==> config.mk <==
export PLATFORM = sky130hd
export DESIGN_NAME = ethernet_rx_addr_filter
export DESIGN_NICKNAME = d
export VERILOG_FILES = /design/src/rtl/ethernet_pkg.sv /design/src/rtl/bsg_counter_clear_up.sv /design/src/rtl/ethernet_rx_addr_match.sv /design/src/rtl/ethernet_rx_addr_filter.sv
export SDC_FILE = /design/constraint.sdc
export NUM_CORES = 1
export LEC_CHECK = 0
export ABC_AREA = 1
export BUFFER_PORTS_ARGS = -buffer_cell sky130_fd_sc_hd__buf_4
export CAP_MARGIN = 25
export CORE_UTILIZATION = 50
export DETAILED_ROUTE_END_ITERATION = 16
export PLACE_DENSITY = 0.76
export REMOVE_ABC_BUFFERS = 1
export SYNTH_ARGS = -nofsm -noshare
export SYNTH_HDL_FRONTEND = slang
export SYNTH_HIERARCHICAL = 1
export SYNTH_SLANG_ARGS = --single-unit
==> constraint.sdc <==
create_clock -name clk_i -period 5.25 [get_ports clk_i]
set_input_delay 0.2625 -clock clk_i [delete_from_list [all_inputs] [get_ports clk_i]]
set_output_delay 0.2625 -clock clk_i [all_outputs]
set_load 0.05 [all_outputs]
==> src/rtl/ethernet_pkg.sv <==
// Shared Ethernet receive definitions: address constants, filter FSM states, AXIS beat record.
// Pure declarations, no latency and no flow control of its own.
// Hold entries are sized for the widest legal stream (64 bit) and zero-extended when narrower.
package ethernet_pkg;

    localparam int eth_addr_width_gp = 48;
    localparam logic [eth_addr_width_gp-1:0] eth_broadcast_addr_gp = '1;

    localparam int eth_axis_max_data_width_gp = 64;
    localparam int eth_axis_max_keep_width_gp = eth_axis_max_data_width_gp / 8;

    typedef enum logic [1:0] {
        eth_rx_filter_header_e,
        eth_rx_filter_replay_e,
        eth_rx_filter_pass_e,
        eth_rx_filter_drop_e
    } eth_rx_filter_state_e;

    typedef struct packed {
        logic [eth_axis_max_data_width_gp-1:0] data;
        logic [eth_axis_max_keep_width_gp-1:0] keep;
        logic                                  last;
        logic                                  user;
    } eth_axis_beat_s;

    // Number of beats needed to see the whole destination address.
    function automatic int eth_rx_hdr_beats(input int data_width);
        return (eth_addr_width_gp + data_width - 1) / data_width;
    endfunction

endpackage

==> src/rtl/bsg_counter_clear_up.sv <==
// Wrapping up-counter with synchronous clear.
// Count updates on the edge where up_i is sampled high; no backpressure.
// Clear and up together load init_val_p plus one.
module bsg_counter_clear_up #(
    parameter int                 width_p    = 16,
    parameter logic [width_p-1:0] init_val_p = '0
) (
    input  logic               clk_i,
    input  logic               reset_i,
    input  logic               clear_i,
    input  logic               up_i,
    output logic [width_p-1:0] count_o
);

    always_ff @(posedge clk_i) begin
        if (reset_i) begin
            count_o <= init_val_p;
        end else if (clear_i) begin
            count_o <= init_val_p + width_p'(up_i);
        end else if (up_i) begin
            count_o <= count_o + width_p'(1);
        end
    end

endmodule

==> src/rtl/ethernet_rx_addr_match.sv <==
// Combinational destination-address compare: station, broadcast and, when
// ETHERNET_RX_FILTER_MULTICAST_EN is defined, any group address.
// Zero latency; no flow control.
module ethernet_rx_addr_match
    import ethernet_pkg::*;
(
    input  logic [eth_addr_width_gp-1:0] da_i,
    input  logic [eth_addr_width_gp-1:0] station_addr_i,
    output logic                         match_o
);

    logic station_hit;
    logic broadcast_hit;
    logic multicast_hit;

    assign station_hit   = (da_i == station_addr_i);
    assign broadcast_hit = (da_i == eth_broadcast_addr_gp);

`ifdef ETHERNET_RX_FILTER_MULTICAST_EN
    // Group bit is bit 0 of the first address byte on the wire.
    assign multicast_hit = da_i[0];
`else
    assign multicast_hit = 1'b0;
`endif

    assign match_o = station_hit | broadcast_hit | multicast_hit;

endmodule

==> src/rtl/ethernet_rx_addr_filter.sv <==
// Destination-MAC filter on the receive AXIS; multicast acceptance via ETHERNET_RX_FILTER_MULTICAST_EN.
// Latency: first beat out one cycle after the decision beat, then zero per beat (hdr_beats bubbles/frame).
// Backpressure: stalls upstream while replaying held header beats, then passes tready straight through.
module ethernet_rx_addr_filter
    import ethernet_pkg::*;
#(
    parameter int data_width_p  = 32,
    parameter int count_width_p = 16
) (
    input  logic                       clk_i,
    input  logic                       reset_i,
    input  logic [47:0]                mac_addr_i,
    input  logic                       promisc_i,
    input  logic [data_width_p-1:0]    mac_axis_tdata_i,
    input  logic [data_width_p/8-1:0]  mac_axis_tkeep_i,
    input  logic                       mac_axis_tvalid_i,
    output logic                       mac_axis_tready_o,
    input  logic                       mac_axis_tlast_i,
    input  logic                       mac_axis_tuser_i,
    output logic [data_width_p-1:0]    rx_axis_tdata_o,
    output logic [data_width_p/8-1:0]  rx_axis_tkeep_o,
    output logic                       rx_axis_tvalid_o,
    input  logic                       rx_axis_tready_i,
    output logic                       rx_axis_tlast_o,
    output logic                       rx_axis_tuser_o,
    output logic [count_width_p-1:0]   accept_count_o,
    output logic [count_width_p-1:0]   drop_count_o
);

    localparam int   keep_width_lp   = data_width_p / 8;
    localparam int   hdr_beats_lp    = eth_rx_hdr_beats(data_width_p);
    localparam logic hdr_last_idx_lp = 1'(hdr_beats_lp - 1);

    eth_rx_filter_state_e state_r, state_n;
    logic                 idx_r, idx_n;
    eth_axis_beat_s       hold_r [2];
    eth_axis_beat_s       beat_in;
    eth_axis_beat_s       beat_out;
    logic                 hold_we;

    logic [eth_addr_width_gp-1:0] da;
    logic                         addr_match;
    logic                         frame_match;
    logic                         accept_inc;
    logic                         drop_inc;
    logic                         unused_beat_bits;

    always_comb begin
        beat_in                          = '0;
        beat_in.data[data_width_p-1:0]   = mac_axis_tdata_i;
        beat_in.keep[keep_width_lp-1:0]  = mac_axis_tkeep_i;
        beat_in.last                     = mac_axis_tlast_i;
        beat_in.user                     = mac_axis_tuser_i;
    end

    // The decision beat is still on the input, so the address straddles it and hold[0].
    always_comb begin
        if (hdr_beats_lp == 1) begin
            da = beat_in.data[47:0];
        end else begin
            da = {beat_in.data[15:0], hold_r[0].data[31:0]};
        end
    end

    ethernet_rx_addr_match u_match (
        .da_i           (da),
        .station_addr_i (mac_addr_i),
        .match_o        (addr_match)
    );

    assign frame_match = promisc_i | addr_match;
    assign beat_out    = hold_r[idx_r];

    // Upper lanes of a hold entry carry nothing on a 32-bit stream.
    assign unused_beat_bits = ^beat_out;

    always_ff @(posedge clk_i) begin
        if (reset_i) begin
            state_r <= eth_rx_filter_header_e;
            idx_r   <= 1'b0;
        end else begin
            state_r <= state_n;
            idx_r   <= idx_n;
        end
    end

    always_ff @(posedge clk_i) begin
        if (reset_i) begin
            hold_r <= '{default: '0};
        end else if (hold_we) begin
            hold_r[idx_r] <= beat_in;
        end
    end

    always_comb begin
        state_n           = state_r;
        idx_n             = idx_r;
        hold_we           = 1'b0;
        accept_inc        = 1'b0;
        drop_inc          = 1'b0;
        mac_axis_tready_o = 1'b0;
        rx_axis_tdata_o   = '0;
        rx_axis_tkeep_o   = '0;
        rx_axis_tvalid_o  = 1'b0;
        rx_axis_tlast_o   = 1'b0;
        rx_axis_tuser_o   = 1'b0;

        case (state_r)
            eth_rx_filter_header_e: begin
                mac_axis_tready_o = 1'b1;
                if (mac_axis_tvalid_i) begin
                    hold_we = 1'b1;
                    if (idx_r != hdr_last_idx_lp) begin
                        if (mac_axis_tlast_i) begin
                            drop_inc = 1'b1;
                            idx_n    = 1'b0;
                        end else begin
                            idx_n = idx_r + 1'b1;
                        end
                    end else begin
                        idx_n = 1'b0;
                        if (frame_match) begin
                            state_n = eth_rx_filter_replay_e;
                        end else begin
                            drop_inc = 1'b1;
                            if (!mac_axis_tlast_i) begin
                                state_n = eth_rx_filter_drop_e;
                            end
                        end
                    end
                end
            end

            eth_rx_filter_replay_e: begin
                rx_axis_tvalid_o = 1'b1;
                rx_axis_tdata_o  = beat_out.data[data_width_p-1:0];
                rx_axis_tkeep_o  = beat_out.keep[keep_width_lp-1:0];
                rx_axis_tlast_o  = beat_out.last;
                rx_axis_tuser_o  = beat_out.user;
                if (rx_axis_tready_i) begin
                    if (idx_r == hdr_last_idx_lp) begin
                        idx_n = 1'b0;
                        if (beat_out.last) begin
                            state_n    = eth_rx_filter_header_e;
                            accept_inc = 1'b1;
                        end else begin
                            state_n = eth_rx_filter_pass_e;
                        end
                    end else begin
                        idx_n = idx_r + 1'b1;
                    end
                end
            end

            eth_rx_filter_pass_e: begin
                mac_axis_tready_o = rx_axis_tready_i;
                rx_axis_tvalid_o  = mac_axis_tvalid_i;
                rx_axis_tdata_o   = mac_axis_tdata_i;
                rx_axis_tkeep_o   = mac_axis_tkeep_i;
                rx_axis_tlast_o   = mac_axis_tlast_i;
                rx_axis_tuser_o   = mac_axis_tuser_i;
                if (mac_axis_tvalid_i && rx_axis_tready_i && mac_axis_tlast_i) begin
                    state_n    = eth_rx_filter_header_e;
                    accept_inc = 1'b1;
                end
            end

            eth_rx_filter_drop_e: begin
                mac_axis_tready_o = 1'b1;
                if (mac_axis_tvalid_i && mac_axis_tlast_i) begin
                    state_n = eth_rx_filter_header_e;
                end
            end

            default: begin
                state_n = eth_rx_filter_header_e;
                idx_n   = 1'b0;
            end
        endcase
    end

    bsg_counter_clear_up #(
        .width_p    (count_width_p),
        .init_val_p ('0)
    ) u_accept_count (
        .clk_i   (clk_i),
        .reset_i (reset_i),
        .clear_i (1'b0),
        .up_i    (accept_inc),
        .count_o (accept_count_o)
    );

    bsg_counter_clear_up #(
        .width_p    (count_width_p),
        .init_val_p ('0)
    ) u_drop_count (
        .clk_i   (clk_i),
        .reset_i (reset_i),
        .clear_i (1'b0),
        .up_i    (drop_inc),
        .count_o (drop_count_o)
    );

endmodule

* Word level (Yosys, flattened, before mapping)
Cells that the tools add are included.
** Operators by class
- Equality and inequality tests :: 12
- Mux-type cells :: 40
- $add $sub $neg :: 3
- Bitwise logic cells :: 3
- $lt $le $gt $ge :: 2
- Reductions and logical operators :: 9
** Operators by type and width (count)
- bitwise mux 148 bit :: 1
- 2-to-1 mux 42 bit :: 3
- demux 74 bit (select 1 bit) :: 1
- 2-to-1 mux 74 bit :: 1
- one-hot mux 32 bit (2 select lines) :: 1
- == test 48 bit :: 1
- == test 48 bit, second input constant :: 1
- adder 16 x 1 -> 16 bit, second input constant :: 2
- 2-to-1 mux 2 bit :: 9
- 2-to-1 mux 1 bit :: 16
- != test 2 bit, second input constant :: 6
- one-hot mux 1 bit (2 select lines) :: 6
- one-hot mux 2 bit (4 select lines) :: 1
- one-hot mux 4 bit (2 select lines) :: 1
- AND reduction 7 bit :: 1
- == test 2 bit, second input constant :: 2
- logical AND 1 bit :: 4
- != test 3 bit, second input constant :: 1
- AND reduction 3 bit :: 1
- == test 2 x 1 -> 1 bit, second input constant :: 1
- greater-or-equal comparator 2 bit, second input constant :: 1
- zero test 2 bit :: 1
- < comparator 2 x 1 -> 1 bit, second input constant :: 1
- NOT 1 -> 2 bit :: 1
- 4 further kinds :: 5
** Storage, ports and cells
- Logic and storage cells :: 81
- Input port bits :: 91
- Output and inout bits :: 72
- Bits in registers :: 183

* Depth between registers and ports, before layout
- Word-level depth :: 8
- Mapped depth :: 19
- Gate-level depth less buffers :: 18

* Cells and area by module
Netlist, hierarchy kept.
** Modules (own cells, without submodules)
- ethernet_rx_addr_filter :: cells an instance 572, area an instance 3960.0 µm², instances 1
- bsg_counter_clear_up :: cells an instance 125, area an instance 844.6 µm², instances 2
- ethernet_rx_addr_match :: cells an instance 168, area an instance 842.1 µm², instances 1

* Worst setup path after synthesis
Ideal clock, no wire load.
- Kind :: register to output
- From :: reg state_r[1]
- To :: out rx_axis_tdata_o[22]
- Data required time :: 4.988 ns
- Data arrival time :: 1.933 ns
- Cell stages (with the launch flop) :: 9
- Buffers on the path :: 2
- Setup slack :: 3.054 ns
- Path through :: dfxtp_1 inv_1 ha_1 inv_2 buf_6 buf_6 a21oi_2 o21ai_1 a21oi_1
** On the way
- Word-level cells in the longest chain between the ends :: 2
- Elaborated cells between the ends (all ways) :: 3
** Ends and longest elaborated chain
- from (decl) :: line ethernet_rx_addr_filter.sv:34 : eth_rx_filter_state_e state_r, state_n;
- from (signal assigned) :: line ethernet_rx_addr_filter.sv:79 : state_r <= eth_rx_filter_header_e;
- from (signal assigned) :: line ethernet_rx_addr_filter.sv:82 : state_r <= state_n;
- == test 2 bit / == test 2 x 1 -> 1 bit (equally long branches) :: line ethernet_rx_addr_filter.sv:108 : case (state_r)
- one-hot mux 32 bit (2 select lines) * :: line ethernet_rx_addr_filter.sv:108
- to (decl) :: line ethernet_rx_addr_filter.sv:20 : output logic [data_width_p-1:0] rx_axis_tdata_o,
Mark *: on every way between the ends. The rest lies on a longest branch, timed or not.

* Worst setup path after layout
- From :: reg state_r[1]
- To :: out rx_axis_tdata_o[21]
Same word-level chain as after synthesis.

==> results.tsv <==
stage	metric	value	unit
global_routing	globalRouteOverflowTotal	0	
clock_network	ctsResizeCount	0	
finish	syn_to_final_growth	23.1	%
synth	synthSimpleGateAreaFrac	0.266	
route	via_count	6631	
finish	nets	1224	
route	drtAntennaViolNets	0	
pwr	power	0.00343	W
outcome	outcome	complete, no violations	
timing	finalHoldViolations	0	
clock_network	h-tree-depth	3	
die	core-area	12600	um^2
synth	syn-instance-count	990	
synth	muxShareOfSynthArea	0	
synth	synth.area.top_cells	dfxtp_1, nand2_1, a21oi_1	
die	pin_count	163	
timing	clock_skew	0.00544	ns
timing	setup_viol_count_final	0	
placed_design	dp_hpwl	11800	um
die	start_util	0.514	
synth	yosysTopAreaCellShare	0.342	
die	fp.dieW	116	um
synth	yosysMostFrequentCell	nand2_1	
finish	utilization	0.633	
clock_network	cts.reportedPaths.clkPinSlew	0.07	ns
route	routed_wl	17400	um
synth	yosys-top-cells-count	nand2_1, nor2_1, a21oi_1, dfxtp_1, inv_1	
clock_network	clock_sinks	111	
pwr	ir_drop	0.368	mV
route	drt_iter0_drc	526	
clock_network	cts_buffers	9	
pwr	leakage	3.25	nW
global_routing	antenna_found_initial	0	
timing	maxSlewHeadroom	0.406	
run	max_cap_viol_count	0	
synth	yosysWarnings	6	
die	core.rowCount	41	
placed_design	io_buffers	162	
synth	ys_seq_elements	111	
critical_path	end_kind	output port	
timing	rsz0062_at_grt	false	
route	viasPerCell	5.09	
clock_network	cts-root-buf	clkbuf_16	
synth	synthFlopType	dfxtp_1	
global_routing	grt_pass1_wl	27300	um
timing	max_freq	0.377	GHz
timing	finalCritPeriodShare	0.505	
timing	finalWorstPathRequiredPeriod	2.65	ns
die	die_area	13400	um^2
clock_network	clk_latency	0.35	ns
finish	drive_gt1_frac	0.193	
route	wl_per_cell	13.3	um
timing	worst_pin_slew	0.889	ns
synth	synth_compound_area_frac	0.211	
synth	synth-edff-count	0	
route	drc	0	
critical_path	arrival	2.39	ns
clock_network	post_cts_buffers	0	
critical_path	cp-start-kind	register	
synth	async_flop_share	0	
synth	ys_types	30	
critical_path	crit_fanout	39	
placed_design	placed_cell_area	7660	um^2
pwr	power_density	429	nW/um^2
clock_network	cts_hold_buf	0	
route	drt_first_pass_iters	5	
finish	postLayoutCellArea	7990	um^2
global_routing	grt.total_usage	0.256	
synth	synth-xor-area-share	0.0526	
finish	antennaDiodeCount	0	
critical_path	cp.required	4.99	ns
placed_design	gp_congestion	0.837	
clock_network	clockBufferDepth	2	
die	die_h	116	um
global_routing	grt_pass1_vias	5644	
timing	fin_setup_tns	0	ns
synth	seq_area_frac_synth	0.342	
synth	netlist.top_cell.by_area	dfxtp_1	
timing	drv_slew	0	
global_routing	grt_max_degree	80	
clock_network	cts_tree	done	
critical_path	path_class	reg -> out	
synth	synth_adder_area_share	0.0154	
hold_path	hold_class	in -> reg	
synth	synth_top_family_by_area	simple AND/OR/NAND/NOR gates	
synth	netlist_area	6490	um^2
synth	avgSynthCellArea	6.56	um^2
## cells in the final DEF (no fill, tap or decap), types with 2 or more instances in the layout
cell and n:
nor3_1 10, clkinv_2 3, clkinv_1 2, inv_2 4, conb_1 6, a21oi_2 9
a21oi_1 127, nor2_4 7, inv_1 101, ha_1 8, bufinv_16 2, a31oi_1 2
buf_4 167, nand3_4 2, clkbuf_16 9, nor2_1 154, nand3_1 21, nand3_2 2
dfxtp_1 110, nand2_1 188, nand2_2 4, nand4_1 14, o21ai_1 38, xnor2_1 37
nor2_2 6, xor2_1 2, o21ai_0 89
## cell families (layout without fill, tap and decap cells)
logic type / Yosys count / count (layout)
AO/OA/AOI/OAI: 266 / 266
AND/OR/NAND/NOR: 409 / 409
flip-flops: 111 / 111
other: 1 / 6
adder cells (fa/ha/maj): 8 / 8
buffers and inverters: 156 / 291
XOR/XNOR: 39 / 39
## metrics by stage
step / std cells / worst slack (ns) / hold WS (ns)
floorplan: 946 / 1.78 / 0.332
global placement: 1285 / 2.96 / 0.440
detailed placement: 1285 / 2.85 / 0.444
CTS: 1301 / 2.60 / 0.133
global route: 1302 / 2.43 / 0.146
finish: 1302 / 2.60 / 0.144
## power by group
group	total (W)	internal (W)	switching, W
Combinational	0.00153	0.000469	0.00106
Clock	0.000728	0.000418	0.000310
Sequential	0.00117	0.00102	0.000153
Total	0.00343	0.00191	0.00152
## path summary, 6_finish.rpt
check | slack [ns] | depth (start not counted) | startpoint | to
max | 2.60 | 7 | state_r[1]$_SDFFE_PP0P_ | rx_axis_tdata_o[21]
min reg2reg | 0.45 | 2 | hold_r[2]$_SDFFE_PP0P_ | hold_r[2]$_SDFFE_PP0P_
max reg2reg | 2.81 | 7 | state_r[0]$_SDFFE_PP0P_ | da[7]$_SDFFE_PP0P_
min | 0.14 | 3 | mac_axis_tdata_i[19] | da[19]$_SDFFE_PP0P_
## sequential cells by signal, indices dropped and copies added, names as in the netlist
name,cells
da,32
hold_r,44
idx_r,1
state_r,2
u_accept_count/count_o,16
u_drop_count/count_o,16
## worst max-delay path, cell delays in order (launching register included)
cell     delay (ns)
dfxtp_1        0.34
inv_1          0.13
ha_1           0.33
inv_2          0.38
a21oi_1        0.21
o21ai_0        0.10
a21oi_1        0.27
buf_4          0.25
## cell type report
class | instances | area (um^2)
fillers | 1223 | 4630
clock buffers | 10 | 229
multi-input cells | 728 | 3560
inverters | 107 | 402
repair buffers | 168 | 1270
clock inverters | 6 | 83.8
flip-flops and latches | 111 | 2220
well taps | 172 | 215
## metal layers
layer,share of wire,up-vias,GRT usage
met5,0,-,0
met4,0.013,0,0.0581
met3,0.052,15,0.0513
met2,0.46,173,0.415
met1,0.47,2989,0.351
li1,-,3454,-
No activity file was read; power rests on OpenSTA's default activity.
